===== src/rtl/ps2_direction_decoder.sv =====
// Set-2 scancode decoder (E0/F0 prefixes) for Pacman direction, start and pause control.
// Outputs are registered one cycle after the final byte's strobe; no backpressure, every strobe is consumed.
module ps2_direction_decoder #(
    parameter int TIMEOUT_CYCLES = 250000,
    parameter int CNT_W          = 18
) (
    input  logic       clock,
    input  logic       resetn,
    input  logic [7:0] key_data,
    input  logic       key_strobe,
    output logic [1:0] dir,
    output logic       dir_valid,
    output logic       dir_change,
    output logic [3:0] held,
    output logic       start_pulse,
    output logic       paused,
    output logic       prefix_drop
);

    typedef enum logic [1:0] {
        IDLE    = 2'd0,
        EXT     = 2'd1,
        BRK     = 2'd2,
        EXT_BRK = 2'd3
    } state_t;

    localparam logic [CNT_W-1:0] CNT_LAST = CNT_W'(TIMEOUT_CYCLES - 1);

    state_t           state_q, state_d;
    logic [CNT_W-1:0] cnt_q, cnt_d;
    logic [1:0]       dir_q, dir_d;
    logic             dir_valid_q, dir_valid_d;
    logic             dir_change_q, dir_change_d;
    logic [3:0]       held_q, held_d;
    logic             start_pulse_q, start_pulse_d;
    logic             paused_q, paused_d;
    logic             prefix_drop_q, prefix_drop_d;

    logic       is_e0, is_f0, extended, breaking;
    logic       key_is_dir, key_is_enter, key_is_esc;
    logic [1:0] key_dir;

    assign is_e0    = (key_data == 8'hE0);
    assign is_f0    = (key_data == 8'hF0);
    assign extended = (state_q == EXT) || (state_q == EXT_BRK);
    assign breaking = (state_q == BRK) || (state_q == EXT_BRK);

    // Arrow keys and WASD map onto the same direction codes so they share held bits.
    always_comb begin
        key_is_dir   = 1'b0;
        key_is_enter = 1'b0;
        key_is_esc   = 1'b0;
        key_dir      = 2'd0;
        if (extended) begin
            case (key_data)
                8'h75:   begin key_is_dir = 1'b1; key_dir = 2'd0; end
                8'h72:   begin key_is_dir = 1'b1; key_dir = 2'd1; end
                8'h6B:   begin key_is_dir = 1'b1; key_dir = 2'd2; end
                8'h74:   begin key_is_dir = 1'b1; key_dir = 2'd3; end
                default: ;
            endcase
        end else begin
            case (key_data)
                8'h1D:   begin key_is_dir = 1'b1; key_dir = 2'd0; end
                8'h1B:   begin key_is_dir = 1'b1; key_dir = 2'd1; end
                8'h1C:   begin key_is_dir = 1'b1; key_dir = 2'd2; end
                8'h23:   begin key_is_dir = 1'b1; key_dir = 2'd3; end
                8'h5A:   key_is_enter = 1'b1;
                8'h76:   key_is_esc   = 1'b1;
                default: ;
            endcase
        end
    end

    always_comb begin
        state_d       = state_q;
        cnt_d         = cnt_q;
        dir_d         = dir_q;
        dir_valid_d   = dir_valid_q;
        held_d        = held_q;
        paused_d      = paused_q;
        dir_change_d  = 1'b0;
        start_pulse_d = 1'b0;
        prefix_drop_d = 1'b0;

        if (key_strobe) begin
            // Any byte, prefix or not, restarts the prefix timer.
            cnt_d = '0;
            case (state_q)
                IDLE:    state_d = is_e0 ? EXT : (is_f0 ? BRK : IDLE);
                EXT:     state_d = is_f0 ? EXT_BRK : (is_e0 ? EXT : IDLE);
                BRK:     state_d = is_e0 ? EXT : (is_f0 ? BRK : IDLE);
                EXT_BRK: state_d = (is_e0 || is_f0) ? EXT_BRK : IDLE;
                default: state_d = IDLE;
            endcase

            if (!is_e0 && !is_f0) begin
                if (key_is_dir) begin
                    if (breaking) begin
                        held_d[key_dir] = 1'b0;
                    end else begin
                        held_d[key_dir] = 1'b1;
                        if (!dir_valid_q || (dir_q != key_dir)) begin
                            dir_d        = key_dir;
                            dir_valid_d  = 1'b1;
                            dir_change_d = 1'b1;
                        end
                    end
                end
                if (!breaking && key_is_enter) begin
                    start_pulse_d = 1'b1;
                end
                if (!breaking && key_is_esc) begin
                    paused_d = ~paused_q;
                end
            end
        end else if (state_q != IDLE) begin
            if (cnt_q == CNT_LAST) begin
                state_d       = IDLE;
                cnt_d         = '0;
                prefix_drop_d = 1'b1;
            end else begin
                cnt_d = cnt_q + 1'b1;
            end
        end
    end

    always_ff @(posedge clock or negedge resetn) begin
        if (!resetn) begin
            state_q       <= IDLE;
            cnt_q         <= '0;
            dir_q         <= 2'd0;
            dir_valid_q   <= 1'b0;
            dir_change_q  <= 1'b0;
            held_q        <= 4'd0;
            start_pulse_q <= 1'b0;
            paused_q      <= 1'b0;
            prefix_drop_q <= 1'b0;
        end else begin
            state_q       <= state_d;
            cnt_q         <= cnt_d;
            dir_q         <= dir_d;
            dir_valid_q   <= dir_valid_d;
            dir_change_q  <= dir_change_d;
            held_q        <= held_d;
            start_pulse_q <= start_pulse_d;
            paused_q      <= paused_d;
            prefix_drop_q <= prefix_drop_d;
        end
    end

    assign dir         = dir_q;
    assign dir_valid   = dir_valid_q;
    assign dir_change  = dir_change_q;
    assign held        = held_q;
    assign start_pulse = start_pulse_q;
    assign paused      = paused_q;
    assign prefix_drop = prefix_drop_q;

endmodule


===== config.mk =====
export PLATFORM = sky130hd
export DESIGN_NAME = ps2_direction_decoder
export DESIGN_NICKNAME = d
export VERILOG_FILES = /design/src/rtl/ps2_direction_decoder.sv
export SDC_FILE = /design/constraint.sdc
export NUM_CORES = 1
export LEC_CHECK = 0
export ABC_AREA = 1
export BUFFER_PORTS_ARGS = -buffer_cell sky130_fd_sc_hd__buf_2
export CAP_MARGIN = 20
export CORE_ASPECT_RATIO = 1.2
export CORE_UTILIZATION = 43
export CTS_CLUSTER_SIZE = 28
export DETAILED_ROUTE_END_ITERATION = 8
export SETUP_SLACK_MARGIN = 0.2
export SYNTH_ARGS = -nofsm -noshare
export SYNTH_HDL_FRONTEND = slang
export SYNTH_SLANG_ARGS = --single-unit

===== constraint.sdc =====
create_clock -name clock -period 1.45 [get_ports clock]
set_clock_uncertainty 0.15 [all_clocks]
set_input_delay 0.29 -clock clock [delete_from_list [all_inputs] [get_ports clock]]
set_output_delay 0.29 -clock clock [all_outputs]
set_load 0.05 [all_outputs]

== Word level (Yosys, flattened, before mapping) ==
Index checks and enable logic that the tools add are counted.
Storage, ports and cells
  flip-flop bits (word level): 31
  input port bits: 11
  output and inout bits: 11
  word-level logic and storage cells: 93
Operators by class
  add/subtract/negate cells: 1
  magnitude comparators: 2
  eq/ne operators: 17
  muxes and demuxes: 36
  bitwise logic cells: 5
  reductions and logical operators: 23
Operators with widths (number)
  18-bit 2-to-1 mux: 3
  8-bit by 7-bit == test with 1-bit output (second input constant): 6
  8-bit by 5-bit == test with 1-bit output (second input constant): 3
  1-bit 2-to-1 mux: 20
  18-bit by 1-bit adder with 18-bit output (second input constant): 1
  18-bit == test (second input constant): 1
  2-bit one-hot mux with 3 select lines: 3
  8-bit == test (second input constant): 2
  2-bit 2-to-1 mux: 8
  8-bit by 6-bit == test with 1-bit output (second input constant): 1
  4-bit OR reduction: 2
  3-bit AND reduction: 2
  2-bit nonzero test: 3
  5-bit AND reduction: 1
  4-bit bitwise AND: 1
  2-bit == test (second input constant): 2
  1-bit logical AND: 4
  1-bit zero test: 4
  1-bit logical OR: 4
  4-bit 2-to-1 mux: 1
  4-bit NOT: 1
  4-bit OR: 1
  2-bit by 3-bit < comparator with 1-bit output (second input constant): 1
  1-bit demux with 2-bit select: 1
  other kinds (7): 8

== Depth between registers and ports, before layout ==
Gate-level depths: netlist of the first run.
  depth after elaboration: 10
  mapped depth: 11
  gate-level depth less buffers: 11

== Worst setup path before layout of the first run ==
No wires, ideal clock.
  kind: reg2reg
  start: register cnt_q[0]
  end: register cnt_q[9]
  library setup time: 126 ps
  arrival: 1273 ps
  slack: -99 ps
  cell stages (with the launch flop): 9
  clock period less this slack: 1549 ps
  cells stage by stage: dfrtp_1 > ha_1 > nand2_1 > nor3_1 > nand3_1 > nand2_1 > nand2_2 > inv_2 > nor3_1
Between the ends
  longest elaborated chain between the ends: 4
  elaborated cells on any way between the ends: 5
  classes of those cells: add/sub: 1; eq/ne: 1; mux: 3
Ends and longest elaborated chain
  from (decl): line 30  | logic [CNT_W-1:0] cnt_q, cnt_d;
  from (signal assigned): line 141  | cnt_q <= cnt_d;
  18-bit by 1-bit adder with 18-bit output / 18-bit == test (equally long branches): line 123, 118
  18-bit 2-to-1 mux *: line 118  | if (cnt_q == CNT_LAST) begin
  18-bit 2-to-1 mux *: line 117  | end else if (state_q != IDLE) begin
  18-bit 2-to-1 mux *: line 86  | if (key_strobe) begin
Mark *: on every way between the ends. The rest lies on a longest branch, timed or not. The select of a mux whose other input is x is not followed.
A chain may end at the register's enable or synchronous reset.

== Worst setup path after layout of the first run ==
  start: register cnt_q[0]
  end: register cnt_q[12]
The elaborated chain is that of the path after synthesis.

==> summary.txt, run 1 <==
Status
  – Result of the run: complete, but fails checks
  – Violations in the final reports: negative setup slack

Synth
  – Post-Syn Area: 1930 um^2
  – Proportion of register bits with asynchronous set or reset after synthesis: 100%
  – Most frequent cell after synthesis: sky130_fd_sc_hd__nand2_1
  – Fraction of the yosys area taken by sequential cells: 40.2%
  – Share of the synthesized area in the top cell type: 40.2%
  – Number of synthesized flops with an enable pin: 0
  – Number of flip-flops and latches in the synthesized netlist: 31
  – Top cells by instance count after synthesis: sky130_fd_sc_hd__nand2_1 (78), sky130_fd_sc_hd__nor2_1 (50), sky130_fd_sc_hd__inv_1 (37), sky130_fd_sc_hd__dfrtp_1 (31), sky130_fd_sc_hd__nand3_1 (21)
  – Mapped Nets: 289
  – Distinct cell type count of the synthesized netlist: 23
  – Post-Synthesis Cells: 277
  – Dominant cells by area after synthesis: sky130_fd_sc_hd__dfrtp_1 (40%), sky130_fd_sc_hd__nand2_1 (15%), sky130_fd_sc_hd__nor2_1 (9.7%)
  – Mean instance size in the synthesized netlist: 6.97 um^2
  – Most area-hungry cell type in the Yosys netlist: sky130_fd_sc_hd__dfrtp_1
  – Number of warning messages in the yosys log: 0
  – Main synth FF type: sky130_fd_sc_hd__dfrtp_1

Power and ir drop
  – Leak pwr: 1.67 nW
  – Net switching power: 0.576 mW
  – Comb power frac: 16.7%
  – Share of power burned in registers: 41.6%
  – Switching fraction of total power: 26.7%
  – Cell Int Power: 1.58 mW
  – Power density cells: 638 nW/um^2
  – Total Power: 2.16 mW
  – Clk network pwr share: 41.7%
  – Worst IR Drop VDD: 0.872 mV

Setup path
  – Critical path capture point type: flip-flop
  – Start point of the critical path: cnt_q[0]$_DFFE_PN0P_
  – Worst Setup Path Type: flip-flop to flip-flop
  – Slowest Stage Delay on Critical Path: 0.39 ns
  – Worst path required time: 1.48 ns
  – Critical register-to-register path startpoint: cnt_q[0]$_DFFE_PN0P_
  – Cell breakdown of the critical path: ha_4 > nand2_4 > nor2_2 > nand2_2 > nor3_4 > nand4_1 > nand2_1 > a21oi_2
  – CP Launch Type: flip-flop
  – Worst-path cell with the longest stage delay: sky130_fd_sc_hd__dfrtp_1
  – Critical path fanouts, max: 6
  – Levels on crit path: 8
  – Buffering stage count on the worst path with inverters included: 0
  – Top cell family by delay on the critical path: simple AND/OR/NAND/NOR gates
  – Worst reg-to-reg path cell count: 8
  – Critical path data arrival time: 1.61 ns

Cells and area
  – Filler cell count in the final layout: 295
  – Fraction of final layout cells with drive strength greater than 1: 52.8%
  – Layout net count: 392
  – Post-route insts no fill: 437
  – Diode insertion count for antenna repair: 0
  – Area delta synth->final: 75.3%

Routing
  – Vias per Instance: 4.97
  – Final antenna-violating net count: 0
  – Count of vias placed by the detailed router: 2,171
  – Detailed-route wire length: 5720 um
  – Remaining DRCs: 0
  – Mean routed wirelength per cell: 13.1 um
  – Count of routing violations after the opening detailed-route iteration: 96
  – First-pass iteration count of the detailed router: 5

Global routing
  – First-pass GRT wire length: 8310 um
  – Maximum number of pins on one net before global-route repair: 32
  – Number of global-route vias before repair: 1,960
  – GRT Util Overall: 22.7%
  – Grt total ovfl: 0
  – Number of antenna violations at the first check in global routing: 0

Floorplanning
  – Ports placed on the boundary: 22
  – Area of the core region: 4290 um^2
  – Starting density of the core: 45.0%
  – Die Area: 4760 um^2
  – Num rows: 26
  – Die boundary height: 75.4 um
  – Chip Width: 63.2 um

Clocking
  – Maximum number of buffers from clock root to sink: 2
  – H-Tree Level Count: 2
  – Clk root buf: sky130_fd_sc_hd__clkbuf_8
  – Clk slew on worst S/H paths: 0.07 ns
  – Clock network latency to the later pin of the worst-skew pair: 0.29 ns
  – Clock tree sinks: 31
  – CTS tree: done
  – Total CTS buffers: 5

Timing
  – Part of the cycle the worst path needs: 109%
  – Clock period minus worst slack: 1.58 ns
  – Unrepaired setup endpoints after global routing: yes
  – Total count of hold-check failures in the final report: 0
  – Final WS setup: -0.130 ns
  – Worst hold margin: 0.146 ns
  – Highest clock frequency the design can meet: 0.633 GHz
  – Final setup violating endpoints: 20
  – Worst slew pin tran: 0.396 ns
  – Max_slew headroom: 73.6%
  – Pins over their slew limit: 0

Worst hold path
  – Start point of the worst hold path: key_data[4]
  – Worst hold path type: input port to flip-flop
  – Number of instances on the worst hold path: 3

Job
  – Max capacitance violation total: 0

Placement
  – Post-detail-place hpwl: 3520 um
  – Post-placement cell count: 408
  – Last weighted congestion value of the routability-driven placer: 0.803
  – Number of input and output port buffers inserted: 21
logic make-up (layout without fill, tap and decap cells):
| kind of cell | Yosys count | count (layout) | synth area share, % |
|---|---|---|---|
| AO/OA/AOI/OAI | 18 | 18 | 4.73 |
| AND/OR/NAND/NOR | 180 | 180 | 43.7 |
| XOR/XNOR | 5 | 5 | 2.27 |
| flip-flops | 31 | 31 | 40.2 |
| multiplexers | 1 | 1 | 0.518 |
| buffers and inverters | 41 | 145 | 7.97 |
| adder cells (fa/ha/maj) | 1 | 1 | 0.648 |
metrics by stage:
stage | setup TNS (ns) | worst slack, ns | utilization [%] | area (um^2)
final | -1.11 | -0.130 | 78.8 | 3380
after global routing | -3.47 | -0.223 | 78.8 | 3380
after CTS | -0.670 | -0.0751 | 71.5 | 3070
after detailed placement | -3.45 | -0.212 | 60.2 | 2580
after global placement | -2.73 | -0.196 | 60.2 | 2580
after floorplan | -0.0421 | -0.00693 | - | 2000
per-layer routing:
layer  global-route usage, %  wire, um  vias to the layer above
li1                        -         -                     1077
met1                    24.9      2280                     1052
met2                    44.3      3180                       30
met3                    3.59       123                       12
met4                    8.79       134                        0
met5                       0         0                        -
repair_timing:
| item | CTS | global route |
|---|---|---|
| hold buffers | 1 | 0 |
| pin swaps | 24 | 34 |
| endpoints found under the hold margin | 31 | 0 |
| gates cloned | 0 | 0 |
| endpoints found under the setup margin | 42 | 42 |
| gates resized for setup | 73 | 66 |
| setup buffers | 12 | 8 |
worst paths after layout:
check | slack (ns) | endpoint
min in group asynchronous | 0.39 | cnt_q[4]$_DFFE_PN0P_
worst max register to register | -0.13 | cnt_q[12]$_DFFE_PN0P_
max in group asynchronous | 0.45 | cnt_q[2]$_DFFE_PN0P_
worst min-delay path | 0.15 | start_pulse$_DFF_PN0_
worst min register to register | 0.38 | flip-flop
worst max-delay path | -0.13 | cnt_q[12]$_DFFE_PN0P_
worst reg2reg max path, cell delays in order, from the launching register on:
cell	delay, ns
sky130_fd_sc_hd__dfrtp_1	0.39
sky130_fd_sc_hd__ha_4	0.16
sky130_fd_sc_hd__nand2_4	0.06
sky130_fd_sc_hd__nor2_2	0.09
sky130_fd_sc_hd__nand2_2	0.09
sky130_fd_sc_hd__nor3_4	0.29
sky130_fd_sc_hd__nand4_1	0.13
sky130_fd_sc_hd__nand2_1	0.10
sky130_fd_sc_hd__a21oi_2	0.04
placed cells by master (no fill, tap or decap), types with 2 or more instances in the layout:
master,Yosys,routed
sky130_fd_sc_hd__buf_4,0,66
sky130_fd_sc_hd__nand2_1,78,52
sky130_fd_sc_hd__nor2_1,50,32
sky130_fd_sc_hd__dfrtp_1,31,30
sky130_fd_sc_hd__inv_1,37,27
sky130_fd_sc_hd__nand2_2,2,21
sky130_fd_sc_hd__buf_6,0,21
sky130_fd_sc_hd__nor2_4,2,15
sky130_fd_sc_hd__inv_2,4,9
sky130_fd_sc_hd__nand3_4,0,9
sky130_fd_sc_hd__nand2_4,2,8
sky130_fd_sc_hd__nand4_1,8,8
sky130_fd_sc_hd__nand3_2,1,7
sky130_fd_sc_hd__nand3_1,21,6
sky130_fd_sc_hd__clkbuf_8,0,6
sky130_fd_sc_hd__buf_2,0,6
sky130_fd_sc_hd__nor3_2,1,5
sky130_fd_sc_hd__nor3_1,10,5
sky130_fd_sc_hd__nor2_2,0,5
sky130_fd_sc_hd__a21oi_1,8,5
sky130_fd_sc_hd__xor2_1,4,4
sky130_fd_sc_hd__inv_4,0,3
sky130_fd_sc_hd__nor3_4,2,3
sky130_fd_sc_hd__o21ai_2,0,3
sky130_fd_sc_hd__o21ai_0,9,3
sky130_fd_sc_hd__o21ai_1,0,3
sky130_fd_sc_hd__a21oi_2,0,3
sky130_fd_sc_hd__nor2_8,2,2
sky130_fd_sc_hd__buf_12,0,2
power groups by stage:
stage | Sequential (mW) | Clock (mW) | Combinational, mW
6_report | 0.898 | 0.900 | 0.361
5_1_grt | 0.899 | 0.953 | 0.385
4_1_cts | 0.894 | 0.913 | 0.316
3_5_place_dp | 0.908 | 0 | 0.264
3_3_place_gp | 0.908 | 0 | 0.261
2_1_floorplan | 0.970 | 0 | 0.0834
cell type report:
| cell class | count | area (um^2) | share of cell area (%) |
|---|---|---|---|
| Timing Repair Buffer | 96 | 812 | 24.0 |
| Tap cell | 56 | 70.1 | 2.07 |
| Clock buffer | 6 | 82.6 | 2.44 |
| Inverter | 41 | 179 | 5.29 |
| Clock inverter | 2 | 35.0 | 1.04 |
| Sequential cell | 31 | 777 | 23.0 |
| Multi-Input combinational cell | 205 | 1430 | 42.2 |
Note: power is estimated with default switching activity, not from simulation.
==> run 2: changes to the inputs <==
- RECOVER_POWER: unset -> 50
==> run 2 against run 1 <==
  * The flow still finishes with violations (negative setup slack)
  * Setup slack unchanged
  * Non-clock buffer count unchanged
  * Clock power about the same
  * Critical path depth unchanged
  * Combinational power about the same
  * Critical path type unchanged
==> summary.txt, run 2 (same netlist as run 1, synthesis figures left out) <==
Cells and area
  – Layout net count: 392
  – Diode insertion count for antenna repair: 0
  – Post-route insts no fill: 437
  – Area delta synth->final: 75.2%
  – Commonest non-fill, non-tap cell in the layout: sky130_fd_sc_hd__buf_4
  – Fraction of final layout cells with drive strength greater than 1: 52.8%
  – Core utilization of the finished layout: 78.8%
  – Top library cells by usage in the layout, fill and taps aside: sky130_fd_sc_hd__buf_4 (65), sky130_fd_sc_hd__nand2_1 (52), sky130_fd_sc_hd__nor2_1 (32)
  – Post-route design area: 3380 um^2

Job
  – Max capacitance violation total: 0

Global routing
  – Maximum number of pins on one net before global-route repair: 32
  – Number of antenna violations at the first check in global routing: 0
  – Grt total ovfl: 0
  – Number of global-route vias before repair: 1,960
  – GRT Util Overall: 22.7%
  – First-pass GRT wire length: 8310 um

Power and ir drop
  – Worst IR Drop VDD: 0.872 mV
  – Leak pwr: 1.67 nW
  – Power density cells: 638 nW/um^2
  – Total Power: 2.16 mW

Timing
  – Final WS setup: -0.130 ns
  – Total count of hold-check failures in the final report: 0
  – Highest clock frequency the design can meet: 0.633 GHz
  – Worst slew pin tran: 0.695 ns
  – Pins over their slew limit: 0
  – Summed negative setup slack over all endpoints: -1.11 ns
  – Max_slew headroom: 53.6%
  – Final setup violating endpoints: 20
  – Part of the cycle the worst path needs: 109%
  – Unrepaired setup endpoints after global routing: yes
  – Worst hold margin: 0.146 ns
  – Clock period minus worst slack: 1.58 ns

Setup path
  – Register-to-Register Setup Slack: -0.13 ns
  – Critical path capture point type: flip-flop
  – Worst reg-to-reg path cell count: 8
  – Critical path fanouts, max: 6
  – Critical register-to-register path startpoint: cnt_q[0]$_DFFE_PN0P_
  – Top cell family by delay on the critical path: simple AND/OR/NAND/NOR gates
  – Capture point of the worst reg-to-reg path: cnt_q[12]$_DFFE_PN0P_
  – Critical path data arrival time: 1.61 ns
  – Worst Setup Path Type: flip-flop to flip-flop
  – Cell breakdown of the critical path: ha_4 > nand2_4 > nor2_2 > nand2_2 > nor3_4 > nand4_1 > nand2_1 > a21oi_2
  – Buffering stage count on the worst path with inverters included: 0
  – Slowest Stage Delay on Critical Path: 0.39 ns
  – Worst-path cell with the longest stage delay: sky130_fd_sc_hd__dfrtp_1
  – CP Launch Type: flip-flop
  – Worst path required time: 1.48 ns

Routing
  – Count of routing violations after the opening detailed-route iteration: 96
  – Remaining DRCs: 0
  – Count of vias placed by the detailed router: 2,172
  – Detailed-route wire length: 5720 um
  – Vias per Instance: 4.97
  – Final antenna-violating net count: 0
  – Mean routed wirelength per cell: 13.1 um
  – First-pass iteration count of the detailed router: 5

Worst hold path
  – Worst hold path type: input port to flip-flop
  – Start point of the worst hold path: key_data[4]
  – Number of instances on the worst hold path: 3
  – Worst Hold End: start_pulse$_DFF_PN0_

Clocking
  – Total CTS buffers: 5
  – Clock tree sinks: 31
  – Clock network latency to the later pin of the worst-skew pair: 0.29 ns
  – Maximum number of buffers from clock root to sink: 2
  – H-Tree Level Count: 2
  – Clk root buf: sky130_fd_sc_hd__clkbuf_8
  – CTS tree: done
  – Clk slew on worst S/H paths: 0.07 ns

Placement
  – Placement-stage cell area: 2580 um^2
  – Worst setup slack after placement: -0.212 ns
  – Number of input and output port buffers inserted: 21
  – Post-placement cell count: 408
  – Post-detail-place hpwl: 3520 um
  – Last weighted congestion value of the routability-driven placer: 0.803

Floorplanning
  – Die boundary height: 75.4 um
  – Num rows: 26
  – Die Area: 4760 um^2
  – Ports placed on the boundary: 22
  – Area of the core region: 4290 um^2
  – Chip Width: 63.2 um
  – Starting density of the core: 45.0%

Status
  – Result of the run: complete, but fails checks
  – Violations in the final reports: negative setup slack
[run 2: how the worst max path moves through the flow]
| stage | start | end | slack, ns | depth (start not counted) |
|---|---|---|---|---|
| CTS | cnt_q[1]$_DFFE_PN0P_ | cnt_q[12]$_DFFE_PN0P_ | -0.08 | 8 |
| detailed placement | key_data[7] | flip-flop | -0.21 | 11 |
| floorplan | cnt_q[0]$_DFFE_PN0P_ | cnt_q[9]$_DFFE_PN0P_ | -0.007 | 8 |
| global placement | key_data[7] | flip-flop | -0.20 | 11 |
| global route | cnt_q[0]$_DFFE_PN0P_ | cnt_q[12]$_DFFE_PN0P_ | -0.22 | 8 |
| finish | cnt_q[0]$_DFFE_PN0P_ | cnt_q[12]$_DFFE_PN0P_ | -0.13 | 8 |
[run 2: layout make-up]
class / count / area [um^2]
clock buffers: 6 / 82.6
flip-flops and latches: 31 / 777
inverters: 41 / 179
well taps: 56 / 70.1
fillers: 295 / 912
multi-input cells: 205 / 1430
clock inverters: 2 / 35.0
repair buffers: 96 / 810
[run 2: power breakdown]
group          total, mW  internal [mW]  switching (mW)
clock              0.900          0.556           0.344
sequential         0.898          0.882          0.0156
combinational      0.360          0.144           0.216
total               2.16           1.58           0.576
[run 2: per-layer routing]
layer  up-vias  global-route usage (%)  part of all wire (%)
met5         -                       0                     0
met1      1052                    24.9                    40
met3        12                    3.59                   2.2
met2        30                    44.3                    56
li1       1078                       -                     -
met4         0                    8.79                   2.3
[run 2: what timing repair did]
| action | 4_1_cts | 5_1_grt |
|---|---|---|
| pin swaps | 24 | 34 |
| hold endpoints to repair | 31 | 0 |
| buffers inserted | 12 | 8 |
| hold buffers | 1 | 0 |
| resized for setup | 73 | 66 |
| setup endpoints to repair | 42 | 42 |
[run 2: worst register-to-register path, delay by kind of cell (launching register included)]
kind            cells  cell delay (ns)
fa+ha+maj           1             0.16
simple gates        6             0.76
compound gates      1             0.04
flops               1             0.39
